--- config.mk ---
export PLATFORM = sky130hd
export DESIGN_NAME = cmd_frame_rx_flat
export DESIGN_NICKNAME = d
export VERILOG_FILES = /design/src/rtl/cmd_frame_rx_if.sv /design/src/rtl/cmd_frame_rx.sv /design/src/flat_wrapper.sv
export SDC_FILE = /design/constraint.sdc
export NUM_CORES = 1
export LEC_CHECK = 0
export CORE_UTILIZATION = 55
export CTS_CLUSTER_SIZE = 12
export DETAILED_ROUTE_END_ITERATION = 6
export DONT_BUFFER_PORTS = 1
export GPL_TIMING_DRIVEN = 0
export HOLD_SLACK_MARGIN = 0.1
export PLACE_DENSITY_LB_ADDON = 0.2
export SYNTH_ARGS = -nofsm -noshare
export SYNTH_HDL_FRONTEND = slang
export SYNTH_SLANG_ARGS = --single-unit
--- constraint.sdc ---
create_clock -name clk -period 3.4 [get_ports clk]
set_input_delay 0.17 -clock clk [delete_from_list [all_inputs] [get_ports clk]]
set_output_delay 0.17 -clock clk [all_outputs]
set_load 0.1 [all_outputs]
--- src/rtl/cmd_frame_rx_if.sv ---
`timescale 1ns/1ps
`default_nettype none
// ============================================================================
// Module      : cmd_frame_rx_if
// Description : Bundle of signals between a UART byte source / host and the
//               command frame receiver.
//               master : drives rx_data, rx_rdy, clr_cmd_rdy; observes the rest
//               slave  : the receiver (cmd_frame_rx)
//               DATA_BYTES must match the receiver's DATA_BYTES.
// Revision    : 1.0 - initial release
// ============================================================================
interface cmd_frame_rx_if #(
  parameter int DATA_BYTES = 2
) ();

  logic [7:0]              rx_data;     // byte from UART core
  logic                    rx_rdy;      // UART byte-available level
  logic                    clr_rx_rdy;  // consume strobe back to UART core
  logic                    clr_cmd_rdy; // host acknowledge
  logic                    cmd_rdy;     // frame presented on cmd/data
  logic [7:0]              cmd;         // opcode of last good frame
  logic [8*DATA_BYTES-1:0] data;        // payload of last good frame
  logic                    chk_err;     // one-cycle bad check byte pulse
  logic                    timeout;     // one-cycle partial-frame discard pulse
  logic                    overrun;     // sticky unacknowledged overwrite flag
  logic                    busy;        // receiver mid-frame

  modport master (
    output rx_data, rx_rdy, clr_cmd_rdy,
    input  clr_rx_rdy, cmd_rdy, cmd, data, chk_err, timeout, overrun, busy
  );

  modport slave (
    input  rx_data, rx_rdy, clr_cmd_rdy,
    output clr_rx_rdy, cmd_rdy, cmd, data, chk_err, timeout, overrun, busy
  );

endinterface
`default_nettype wire

--- src/rtl/cmd_frame_rx.sv ---
`timescale 1ns/1ps
`default_nettype none
// ============================================================================
// Module      : cmd_frame_rx
// Description : Assembles command frames (opcode, DATA_BYTES payload bytes,
//               optional XOR check byte) from a UART byte stream and presents
//               them to a host with a ready/acknowledge handshake.
// Ports       : clk  - system clock, rising edge
//               rst  - asynchronous active-high reset
//               bus  - cmd_frame_rx_if.slave:
//                        rx_data/rx_rdy in, clr_rx_rdy out (UART side)
//                        clr_cmd_rdy in, cmd_rdy/cmd/data out (host side)
//                        chk_err/timeout pulses, overrun sticky, busy status
// Parameters  : DATA_BYTES (1..4), MSB_FIRST, CHKSUM_EN, TIMEOUT_CYCLES (0=off)
// Revision    : 1.0 - initial release
// ============================================================================
module cmd_frame_rx #(
  parameter int DATA_BYTES     = 2,
  parameter int MSB_FIRST      = 1,
  parameter int CHKSUM_EN      = 0,
  parameter int TIMEOUT_CYCLES = 1000000
) (
  input  logic              clk,
  input  logic              rst,
  cmd_frame_rx_if.slave     bus
);

  localparam int DW    = 8 * DATA_BYTES;
  localparam int IDX_W = (DATA_BYTES > 1) ? $clog2(DATA_BYTES) : 1;

  typedef enum logic [1:0] {
    S_IDLE = 2'd0,
    S_DATA = 2'd1,
    S_CHK  = 2'd2
  } state_t;

  state_t           state_q,   state_d;
  logic [IDX_W-1:0] idx_q,     idx_d;      // payload byte index within frame
  logic [7:0]       cmd_sh_q,  cmd_sh_d;   // shadow opcode
  logic [DW-1:0]    data_sh_q, data_sh_d;  // shadow payload
  logic [7:0]       xor_q,     xor_d;      // running XOR of opcode and payload
  logic [7:0]       cmd_q,     cmd_d;
  logic [DW-1:0]    data_q,    data_d;
  logic             cmd_rdy_q, cmd_rdy_d;
  logic             overrun_q, overrun_d;
  logic             chk_err_q, chk_err_d;
  logic             timeout_q, timeout_d;

  logic             frame_good;  // frame completes good this cycle
  logic             frame_bad;   // frame rejected on check byte this cycle
  logic             tmo_hit;     // inter-byte timeout expires this cycle

  // --------------------------------------------------------------------------
  // Inter-byte idle counter. A byte arriving in the expiry cycle wins, so the
  // expiry condition is qualified with !rx_rdy.
  // --------------------------------------------------------------------------
  generate
    if (TIMEOUT_CYCLES > 0) begin : g_tmo
      localparam int CNT_W = $clog2(TIMEOUT_CYCLES + 1);

      logic [CNT_W-1:0] cnt_q, cnt_d;

      assign tmo_hit = (state_q != S_IDLE) && !bus.rx_rdy &&
                       (cnt_q == CNT_W'(TIMEOUT_CYCLES - 1));

      always_comb begin
        cnt_d = cnt_q + 1'b1;
        if ((state_q == S_IDLE) || bus.rx_rdy || tmo_hit) begin
          cnt_d = '0;
        end
      end

      always_ff @(posedge clk or posedge rst) begin
        if (rst) begin
          cnt_q <= '0;
        end else begin
          cnt_q <= cnt_d;
        end
      end
    end else begin : g_no_tmo
      assign tmo_hit = 1'b0;
    end
  endgenerate

  // --------------------------------------------------------------------------
  // Frame FSM and shadow assembly
  // --------------------------------------------------------------------------
  always_comb begin
    state_d    = state_q;
    idx_d      = idx_q;
    cmd_sh_d   = cmd_sh_q;
    data_sh_d  = data_sh_q;
    xor_d      = xor_q;
    frame_good = 1'b0;
    frame_bad  = 1'b0;

    case (state_q)
      S_IDLE: begin
        if (bus.rx_rdy) begin
          cmd_sh_d  = bus.rx_data;
          data_sh_d = '0;
          xor_d     = bus.rx_data;
          idx_d     = '0;
          state_d   = S_DATA;
        end
      end

      S_DATA: begin
        if (bus.rx_rdy) begin
          // Steer the byte into its lane; lane order depends on MSB_FIRST.
          for (int k = 0; k < DATA_BYTES; k++) begin
            if (idx_q == IDX_W'(k)) begin
              data_sh_d[8*((MSB_FIRST != 0) ? (DATA_BYTES-1-k) : k) +: 8] = bus.rx_data;
            end
          end
          xor_d = xor_q ^ bus.rx_data;
          if (idx_q == IDX_W'(DATA_BYTES - 1)) begin
            idx_d = '0;
            if (CHKSUM_EN != 0) begin
              state_d = S_CHK;
            end else begin
              state_d    = S_IDLE;
              frame_good = 1'b1;
            end
          end else begin
            idx_d = idx_q + 1'b1;
          end
        end else if (tmo_hit) begin
          state_d   = S_IDLE;
          idx_d     = '0;
          cmd_sh_d  = '0;
          data_sh_d = '0;
          xor_d     = '0;
        end
      end

      S_CHK: begin
        if (bus.rx_rdy) begin
          state_d = S_IDLE;
          if (bus.rx_data == xor_q) begin
            frame_good = 1'b1;
          end else begin
            frame_bad = 1'b1;
          end
        end else if (tmo_hit) begin
          state_d   = S_IDLE;
          idx_d     = '0;
          cmd_sh_d  = '0;
          data_sh_d = '0;
          xor_d     = '0;
        end
      end

      default: begin
        state_d = S_IDLE;
      end
    endcase
  end

  // --------------------------------------------------------------------------
  // Host-facing outputs. A good completion takes priority over an acknowledge
  // in the same cycle; the acknowledge still clears a pending overrun.
  // --------------------------------------------------------------------------
  always_comb begin
    cmd_d     = cmd_q;
    data_d    = data_q;
    cmd_rdy_d = cmd_rdy_q;
    overrun_d = overrun_q;
    chk_err_d = frame_bad;
    timeout_d = tmo_hit;

    if (frame_good) begin
      // In the payload-completion case the shadow _d values already hold the
      // final byte; in the check-byte case they equal the _q values.
      cmd_d     = cmd_sh_d;
      data_d    = data_sh_d;
      cmd_rdy_d = 1'b1;
      if (bus.clr_cmd_rdy) begin
        overrun_d = 1'b0;
      end else if (cmd_rdy_q) begin
        overrun_d = 1'b1;
      end
    end else if (bus.clr_cmd_rdy) begin
      cmd_rdy_d = 1'b0;
      overrun_d = 1'b0;
    end
  end

  always_ff @(posedge clk or posedge rst) begin
    if (rst) begin
      state_q   <= S_IDLE;
      idx_q     <= '0;
      cmd_sh_q  <= '0;
      data_sh_q <= '0;
      xor_q     <= '0;
      cmd_q     <= '0;
      data_q    <= '0;
      cmd_rdy_q <= 1'b0;
      overrun_q <= 1'b0;
      chk_err_q <= 1'b0;
      timeout_q <= 1'b0;
    end else begin
      state_q   <= state_d;
      idx_q     <= idx_d;
      cmd_sh_q  <= cmd_sh_d;
      data_sh_q <= data_sh_d;
      xor_q     <= xor_d;
      cmd_q     <= cmd_d;
      data_q    <= data_d;
      cmd_rdy_q <= cmd_rdy_d;
      overrun_q <= overrun_d;
      chk_err_q <= chk_err_d;
      timeout_q <= timeout_d;
    end
  end

  // Each byte is consumed in the cycle it is seen, in every state.
  assign bus.clr_rx_rdy = bus.rx_rdy;
  assign bus.cmd_rdy    = cmd_rdy_q;
  assign bus.cmd        = cmd_q;
  assign bus.data       = data_q;
  assign bus.chk_err    = chk_err_q;
  assign bus.timeout    = timeout_q;
  assign bus.overrun    = overrun_q;
  assign bus.busy       = (state_q != S_IDLE);

endmodule
`default_nettype wire

--- src/flat_wrapper.sv ---
// flat-port wrapper written by rule: the top's interface ports become plain ports
module cmd_frame_rx_flat 
#(
  parameter int DATA_BYTES     = 2,
  parameter int MSB_FIRST      = 1,
  parameter int CHKSUM_EN      = 0,
  parameter int TIMEOUT_CYCLES = 1000000
)
  (clk, rst, bus_rx_data, bus_rx_rdy, bus_clr_cmd_rdy, bus_clr_rx_rdy, bus_cmd_rdy, bus_cmd, bus_data, bus_chk_err, bus_timeout, bus_overrun, bus_busy);
  cmd_frame_rx_if #(.DATA_BYTES(DATA_BYTES)) bus_i ();
  input  logic clk;
  input  logic rst;
  input wire logic [$bits(bus_i.rx_data)-1:0] bus_rx_data;
  input wire logic [$bits(bus_i.rx_rdy)-1:0] bus_rx_rdy;
  input wire logic [$bits(bus_i.clr_cmd_rdy)-1:0] bus_clr_cmd_rdy;
  output wire logic [$bits(bus_i.clr_rx_rdy)-1:0] bus_clr_rx_rdy;
  output wire logic [$bits(bus_i.cmd_rdy)-1:0] bus_cmd_rdy;
  output wire logic [$bits(bus_i.cmd)-1:0] bus_cmd;
  output wire logic [$bits(bus_i.data)-1:0] bus_data;
  output wire logic [$bits(bus_i.chk_err)-1:0] bus_chk_err;
  output wire logic [$bits(bus_i.timeout)-1:0] bus_timeout;
  output wire logic [$bits(bus_i.overrun)-1:0] bus_overrun;
  output wire logic [$bits(bus_i.busy)-1:0] bus_busy;
  assign bus_i.rx_data = bus_rx_data;
  assign bus_i.rx_rdy = bus_rx_rdy;
  assign bus_i.clr_cmd_rdy = bus_clr_cmd_rdy;
  assign bus_clr_rx_rdy = bus_i.clr_rx_rdy;
  assign bus_cmd_rdy = bus_i.cmd_rdy;
  assign bus_cmd = bus_i.cmd;
  assign bus_data = bus_i.data;
  assign bus_chk_err = bus_i.chk_err;
  assign bus_timeout = bus_i.timeout;
  assign bus_overrun = bus_i.overrun;
  assign bus_busy = bus_i.busy;
  cmd_frame_rx #(.DATA_BYTES(DATA_BYTES), .MSB_FIRST(MSB_FIRST), .CHKSUM_EN(CHKSUM_EN), .TIMEOUT_CYCLES(TIMEOUT_CYCLES)) u_core (.clk(clk), .rst(rst), .bus(bus_i));
endmodule
---- Yosys cells after proc, flatten, opt, wreduce, memory -nomap -nowiden ----
Cells that the tools add are included.
storage, ports and cells
  register bits ........................... 83
  bits of input ports ..................... 12
  logic and storage cells ................. 78
cells by class
  add/sub/neg operators ................... 2
  eq/ne operators ......................... 7
  multiplexer cells ....................... 42
  bitwise gates (word level) .............. 1
  reductions and logical operators ........ 14
operators by type and width
  cell                     number
  $mux W8                  9
  $mux W16                 4
  $pmux W16 S3             1
  $pmux W8 S3              1
  $add A20 B1 Y20 const B  1
  $eq A20 B20 Y1 const B   1
  $mux W20                 1
  $mux W1                  17
  $pmux W8 S2              1
  $mux W2                  5
  $eq A8 B8 Y1             1
  $xor A8 B8 Y8            1
  $pmux W2 S3              1
  $reduce_bool A2 Y1       3
  $ne A2 B2 Y1 const B     2
  $reduce_and A2 Y1        2
  $ne A3 B2 Y1 const B     1
  $pmux W1 S3              1
  $reduce_and A3 Y1        1
  $reduce_bool A3 Y1       1
  $eq A2 B1 Y1 const B     1
  $eq A2 B2 Y1 const B     1
  $logic_and A1 B1 Y1      2
  $logic_not A2 Y1         1
  other kinds (5)          6

---- Depth between registers and ports, before layout ----
Gate-level depths: netlist of run 1.
  depth after elaboration ................. 6
  gate-level depth with buffers ........... 6
  gate-level depth less buffers ........... 5

---- Worst setup path before layout of run 1 ----
No wires, ideal clock.
  path type ............................... register to register
  from .................................... reg u_core.state_q[0]
  to ...................................... reg u_core.data_q[0] (netlist: u_core.bus.data[0])
  data arrival time ....................... 2034 ps
  path slack .............................. 1240 ps
  stages on the path, launching flop included .. 5
  clock period less this slack ............ 2160 ps
  cell sequence ........................... dfrtp_1 > clkbuf_1 > nand3_1 > clkbuf_1 > mux2_2
on the way
  cells in the longest elaborated chain, start to end .. 6
  elaborated cells between the ends (all ways) .. 11
  classes of those cells .................. eq/ne (2); mux (5); reduce/logical (4)
ends and longest elaborated chain
  element                             RTL line                                  RTL
  from (decl)                         cmd_frame_rx.sv:37                        state_t state_q, state_d;
  from (signal assigned)              cmd_frame_rx.sv:203                       state_q <= state_d;
  $reduce_bool A2 Y1                  cmd_frame_rx.sv:63                        assign tmo_hit = (state_q != S_IDLE) && !bus.rx_rdy &&
  $logic_and A1 B1 Y1 (2 in a row)    cmd_frame_rx.sv:63
  $mux W16                            cmd_frame_rx.sv:128, cmd_frame_rx.sv:145
  $mux W16, on equally long branches  cmd_frame_rx.sv:138, cmd_frame_rx.sv:109
  $pmux W16 S3                        cmd_frame_rx.sv:97                        case (state_q)
  to (signal assigned)                cmd_frame_rx.sv:209                       data_q <= data_d;
  to (decl)                           cmd_frame_rx.sv:43                        logic [DW-1:0] data_q, data_d;
Several ways; a longest one is shown, not always the timed one.
A chain may end at the register's enable or synchronous reset.

---- Final worst setup path of run 1 ----
  from .................................... reg u_core.state_q[0]
  to ...................................... reg u_core.data_q[3] (netlist: u_core.bus.data[3])
Same word-level chain as after synthesis.

==> results of run 1 <==
==> power by group <==
| part | leakage (nW) | switching [W] | internal [W] |
|---|---|---|---|
| logic | 0.474 | 0.000122 | 0.000148 |
| clock network | 0.127 | 0.000283 | 0.000529 |
| registers | 0.845 | 0.00103 | 0.000912 |
==> cell usage in the layout (no fill, tap or decap), drive strengths merged, types with 2 or more instances in the layout <==
master	n
mux2	24
buf	12
bufinv	3
dlygate4sd3	10
or3	4
xor2	7
nand4	6
a21oi	4
nand2	25
xnor2	7
o21ai	12
nor2b	2
nor4	4
clkbuf	16
o2bb2ai	8
nand3	8
inv	3
dfrtp	65
nand2b	2
or4	2
and4	2
and3	5
nor2	23
mux2i	8
==> final timing paths <==
kind,slack (ps),cells past startpoint,startpoint,to
hold reg to reg,490,1,u_core.g_tmo.cnt_q[0]$_DFF_PP0_,u_core.g_tmo.cnt_q[0]$_DFF_PP0_
max in group asynchronous,2360,3,rst,u_core.data_sh_q[9]$_DFF_PP0_
hold / removal,190,3,bus_rx_rdy,u_core.state_q[0]$_DFFE_PP0P_
setup / recovery,880,4,u_core.state_q[0]$_DFFE_PP0P_,u_core.bus.data[3]$_DFFE_PP0P_
setup reg to reg,880,4,u_core.state_q[0]$_DFFE_PP0P_,u_core.bus.data[3]$_DFFE_PP0P_
min in group asynchronous,430,2,rst,u_core.g_tmo.cnt_q[0]$_DFF_PP0_
==> area by class of cell <==
type	count	area [µm²]
plain buffers	15	80.1
clock buffers	12	155
clock inverters	4	98.8
fillers	361	1540
inverters	3	11.3
multi-input cells	161	1140
flip-flops and latches	65	1630
well taps	67	83.8
repair buffers	11	120
==> stage by stage <==
step,total power (W),cells,cell area [µm²]
CTS,0.00305,338,3310
global route,0.00312,338,3310
finish,0.00302,338,3310
floorplan,0.00215,244,2860
detailed placement,0.00222,312,2960
global placement,0.00220,311,2940
==> worst min-delay path, delay by kind of cell <==
family	cells	cell delay (ps)
and+or+nand+nor	2	150
buffers and inverters	1	170
==> routing by layer <==
layer | vias to the layer above | wire length [µm]
met1 | 909 | 2360
met3 | 11 | 157
met2 | 38 | 2600
li1 | 890 | -
met5 | - | 0
met4 | 0 | 160
==> flip-flops by register name (all words and copies together), names as in the netlist <==
signal,count
u_core.idx_q,1
u_core.bus.cmd,8
u_core.bus.cmd_rdy,1
u_core.bus.timeout,1
u_core.data_sh_q,8
u_core.state_q,1
u_core.bus.overrun,1
u_core.g_tmo.cnt_q,20
u_core.bus.data,16
u_core.cmd_sh_q,8
==> cells by family after synthesis <==
kind of cell    after synthesis  synth area share, %
other cells                   1                0.131
flops                        65                 57.0
mux                          32                 12.3
fa+ha+maj                     1                0.438
xor+xnor                     14                 4.29
compound gates               28                 7.32
buf+inv                      18                 3.20
simple gates                 85                 15.4
==> flow_summary_export.csv, run 1 <==
group,metric,value,unit
outcome,run_status,"finished, final reports clean",
global_route,grt.met2_usage,36.0,%
floorplanning,dieArea,5480,µm²
detailed_routing,vias_per_cell,5.47,
floorplanning,io_pins,42,
clocking,clockBufferDepth,2,
yosys,ys_seq_elements,65,
clocking,cts_root_buf,"clkbuf_8",
yosys,yosysWarnings,0,
layout,area_growth,16.0,%
global_route,track_usage,22.2,%
yosys,syn_area_per_cell,11.7,µm²
layout,drive_above_1_share,21.0,%
placement,gp_congestion,0.841,
yosys,synth_top_flop_cell,"dfrtp_1",
clocking,cts_sinks,65,
placement,io_buffer_count,0,
timing,fin_crit_sh,74.1,%
clocking,cts_hold_buf,10,
pwr,leakage,1.45,nW
yosys,synth.top_cell.area_share,57.0,%
timing,fin_crit,2520,ps
detailed_routing,wire_per_inst,15.6,µm
detailed_routing,dr.pass1.iters,4,
clocking,ctsResizeCount,0,
layout,fin_nets,279,
detailed_routing,wl,5280,µm
yosys,synthArstFlopShare,100,%
setup_path,path_delay_family,"flip-flops",
clocking,clk_pin_slew,60,ps
timing,setup_slack,881,ps
floorplanning,core_area,4850,µm²
detailed_routing,drc,0,
yosys,synth_seq_area_share,57.0,%
floorplanning,floorplan.initialDensity,58.9,%
floorplanning,die_w,74.1,µm
layout,post-route-util,68.3,%
timing,tightest_slew,918,ps
yosys,synth_top_area_cell,"dfrtp_1",
setup_path,start_kind,"flop",
yosys,synth-edff-count,0,
detailed_routing,antenna_left,0,
clocking,postCtsSetupBuffers,0,
timing,holdWs,193,ps
setup_path,cp_slowest_cell,"dfrtp_1",
global_route,grt_max_degree,38,
timing,hold_viol_final,0,
detailed_routing,drtIter0Drc,94,
global_route,grt_overflow,0,
pwr,power.density,913,nW/µm²
timing,setup_tns,0,ps
yosys,netlist_top_cells_area,"dfrtp_1 57%, mux2_2 9.5%, nand2_1 3.3%",
timing,fin_skew,9.11,ps
setup_path,critPathKind,"flop to flop",
pwr,ir_worst_vdd,0.535,mV
layout,antenna_cells,0,
floorplanning,num_rows,25,
timing,setup_viol,0,
setup_path,cp_max_fo,10,
clocking,cts_tree,"yes",
clocking,cts_buffers,9,
placement,hpwlAfterDp,3650,µm
clocking,htree_levels,3,
yosys,syn_inst,244,
global_route,grt_first_pass_wirelength,8810,µm
detailed_routing,via_count,1848,
worst_hold_path,hold_class,"input port to flop",
clocking,clk_latency,340,ps
global_route,top_usage_layer,"met2",
placement,place_ws,886,ps
setup_path,cp_common_cell,"clkbuf_1",
global_route,grt_pass1_vias,1845,
setup_path,path_buf_inv,2,
timing,fmax,0.397,GHz
global_route,grt_use_met1,26.7,%
setup_path,path_cells,"clkbuf_1 > nand3_1 > clkbuf_1 > mux2_2",
setup_path,critical_path_arrival,2740,ps
yosys,synth_nets,257,
global_route,antenna_found_initial,0,
setup_path,required,3620,ps
timing,slew_headroom,38.8,%
yosys,synth.most_common_cell,"dfrtp_1",
yosys,synth_area,2860,µm²
timing,finalMaxSlewViolations,0,
yosys,ys_types,39,
flow_run,max_cap_viol_count,0,
timing,rsz0062_at_grt,"false",
global_route,grt.met3_usage,4.61,%
floorplanning,die-height,74.1,µm
setup_path,endpoint_kind,"flop",
yosys,ys_top_cells_by_count,"65 x dfrtp_1, 25 x nand2_1, 24 x mux2_2, 23 x nor2_1",
setup_path,slowest_delay,940,ps
Power figures use the tool's default switching activity.
==> inputs of run 2 (changes only) <==
Clock period 3.4 ns to 2.47 ns, I/O delays scaled along.
==> run 2 against run 1 <==
Against the previous run:
- first-iteration DRC count rose by 2.1%
- register-to-register slack got worse by 660 ps
- largest cell class unchanged
- final area barely moved
- die area did not move
- combinational power rose by 38%
- clock-buffer cell count did not move
- via count barely moved
- critical endpoint unchanged
- critical path type unchanged
- largest power group unchanged
==> flow_summary_export.csv, run 2 (same netlist as run 1, synthesis figures left out) <==
group,metric,value,unit
outcome,run_status,"finished, final reports clean",
setup_path,path_depth,4,
detailed_routing,drc,0,
floorplanning,die-height,74.1,µm
clocking,clk_pin_slew,60,ps
setup_path,rr_endpoint,"u_core.bus.data[3]$_DFFE_PP0P_",
detailed_routing,vias_per_cell,5.46,
timing,fin_crit_sh,91.2,%
layout,drive_above_1_share,21.4,%
timing,fmax,0.444,GHz
global_route,grt_pass1_vias,1845,
detailed_routing,dr.pass1.iters,4,
layout,largest_register,"u_core.g_tmo.cnt_q",
floorplanning,floorplan.initialDensity,58.9,%
global_route,grt_first_pass_wirelength,8810,µm
layout,largest_reg_flops,20,
pwr,power.density,1260,nW/µm²
clocking,htree_levels,3,
detailed_routing,wl,5280,µm
floorplanning,dieArea,5480,µm²
detailed_routing,drtIter0Drc,96,
global_route,grt_overflow,0,
timing,setup_viol,0,
setup_path,cp_max_fo,10,
setup_path,critPathKind,"flop to flop",
clocking,clk_latency,340,ps
floorplanning,num_rows,25,
flow_run,max_cap_viol_count,0,
layout,antenna_cells,0,
pwr,p_total,0.00416,W
layout,fill_cells,361,
setup_path,critical_path_arrival,2470,ps
floorplanning,io_pins,42,
setup_path,path_cells,"clkbuf_1 > nand3_1 > clkbuf_1 > mux2_2",
global_route,track_usage,22.2,%
setup_path,r2r-start,"u_core.state_q[0]$_DFFE_PP0P_",
clocking,clockBufferDepth,2,
layout,layout_common_cells,"64 x dfrtp_1, 25 x nand2_1, 24 x mux2_2",
setup_path,cp_slowest_cell,"dfrtp_2",
placement,gp_congestion,0.841,
layout,final_common_cell,"dfrtp_1",
timing,holdWs,143,ps
timing,rsz0062_at_grt,"false",
timing,hold_viol_final,0,
detailed_routing,via_count,1847,
clocking,cts_sinks,65,
detailed_routing,wire_per_inst,15.6,µm
setup_path,ff2ff_path_depth,4,
timing,fin_skew,9.06,ps
placement,hpwlAfterDp,3650,µm
floorplanning,core_area,4850,µm²
worst_hold_path,min_from,"bus_rx_rdy",
detailed_routing,antenna_left,0,
setup_path,rrSetupSlack,220,ps
timing,tightest_slew,918,ps
global_route,antenna_found_initial,0,
floorplanning,die_w,74.1,µm
setup_path,path_buf_inv,2,
setup_path,endpoint_kind,"flop",
worst_hold_path,hold_class,"input port to flop",
worst_hold_path,holdPathEnd,"u_core.state_q[0]$_DFFE_PP0P_",
timing,fin_crit,2250,ps
global_route,grt_max_degree,38,
setup_path,required,2690,ps
worst_hold_path,whs_path_depth,3,
layout,area_growth,16.1,%
placement,io_buffer_count,0,
clocking,cts_root_buf,"clkbuf_8",
pwr,ir_worst_vdd,0.737,mV
clocking,cts_tree,"yes",
setup_path,cp_common_cell,"clkbuf_1",
clocking,cts_buffers,9,
setup_path,start_kind,"flop",
pwr,leakage,1.44,nW
setup_path,path_delay_family,"buffers and inverters",
timing,slew_headroom,38.8,%
timing,finalMaxSlewViolations,0,
setup_path,slowest_delay,610,ps
layout,fin_nets,279,
==> run 2: cell count changes in the layout (fill, tap and decap cells not counted) <==
| cell | delta |
|---|---|
| dfrtp_1 | -1 |
| dfrtp_2 | +1 |
==> run 2: cell type report <==
type | count | area [µm²] | area share, %
Timing Repair Buffer | 11 | 120 | 3.62
Sequential cell | 65 | 1630 | 49.1
Buffer | 15 | 80.1 | 2.42
Tap cell | 67 | 83.8 | 2.53
Clock buffer | 12 | 155 | 4.68
Clock inverter | 4 | 98.8 | 2.98
Multi-Input combinational cell | 161 | 1140 | 34.3
Inverter | 3 | 11.3 | 0.340
==> run 2: worst max path at each step <==
stage | from | end | slack (ps)
floorplan | u_core.state_q[0]$_DFFE_PP0P_ | u_core.bus.data[0]$_DFFE_PP0P_ | 310
global placement | u_core.state_q[0]$_DFFE_PP0P_ | u_core.bus.data[5]$_DFFE_PP0P_ | -6
detailed placement | u_core.state_q[0]$_DFFE_PP0P_ | u_core.bus.data[3]$_DFFE_PP0P_ | -40
CTS | u_core.state_q[0]$_DFFE_PP0P_ | u_core.bus.data[3]$_DFFE_PP0P_ | 200
global route | u_core.state_q[0]$_DFFE_PP0P_ | u_core.bus.data[5]$_DFFE_PP0P_ | 80
finish | u_core.state_q[0]$_DFFE_PP0P_ | u_core.bus.data[3]$_DFFE_PP0P_ | 220
==> run 2: worst reg2reg max path, stage by stage (launching register included) <==
cell and delay [ps]:
dfrtp_2 610, clkbuf_1 260, nand3_1 360, clkbuf_1 510
mux2_2 410
==> run 2: per-stage QoR <==
stage	util [%]	setup WS (ps)	instance area, µm²	instances	TNS (ps)
2_1_floorplan	-	310	2860	244	0
3_3_place_gp	60.6	-6.11	2940	311	-33.6
3_5_place_dp	61.0	-44.1	2960	312	-233
4_1_cts	68.4	200	3310	338	0
5_1_grt	68.4	81.1	3310	338	0
6_report	68.4	218	3310	338	0
==> run 2: power breakdown <==
part	internal, W	switching [W]
sequential	0.00126	0.00142
clock	0.000728	0.000389
combinational	0.000204	0.000167
total	0.00219	0.00197
==> run 2: routing by layer <==
layer | track usage (%) | share of wire (%) | vias to the layer above
met2 | 36.0 | 49 | 38
li1 | - | - | 889
met1 | 26.7 | 45 | 909
met4 | 15.0 | 3.0 | 0
met5 | 0 | 0 | -
met3 | 4.61 | 3.0 | 11
==> run 2: what timing repair did <==
action / in CTS / in global routing
resized for setup: 1 / 0
endpoints found under the hold margin: 62 / 0
hold buffers: 10 / 0
setup endpoints to repair: 7 / 0
buffers inserted: 0 / 0
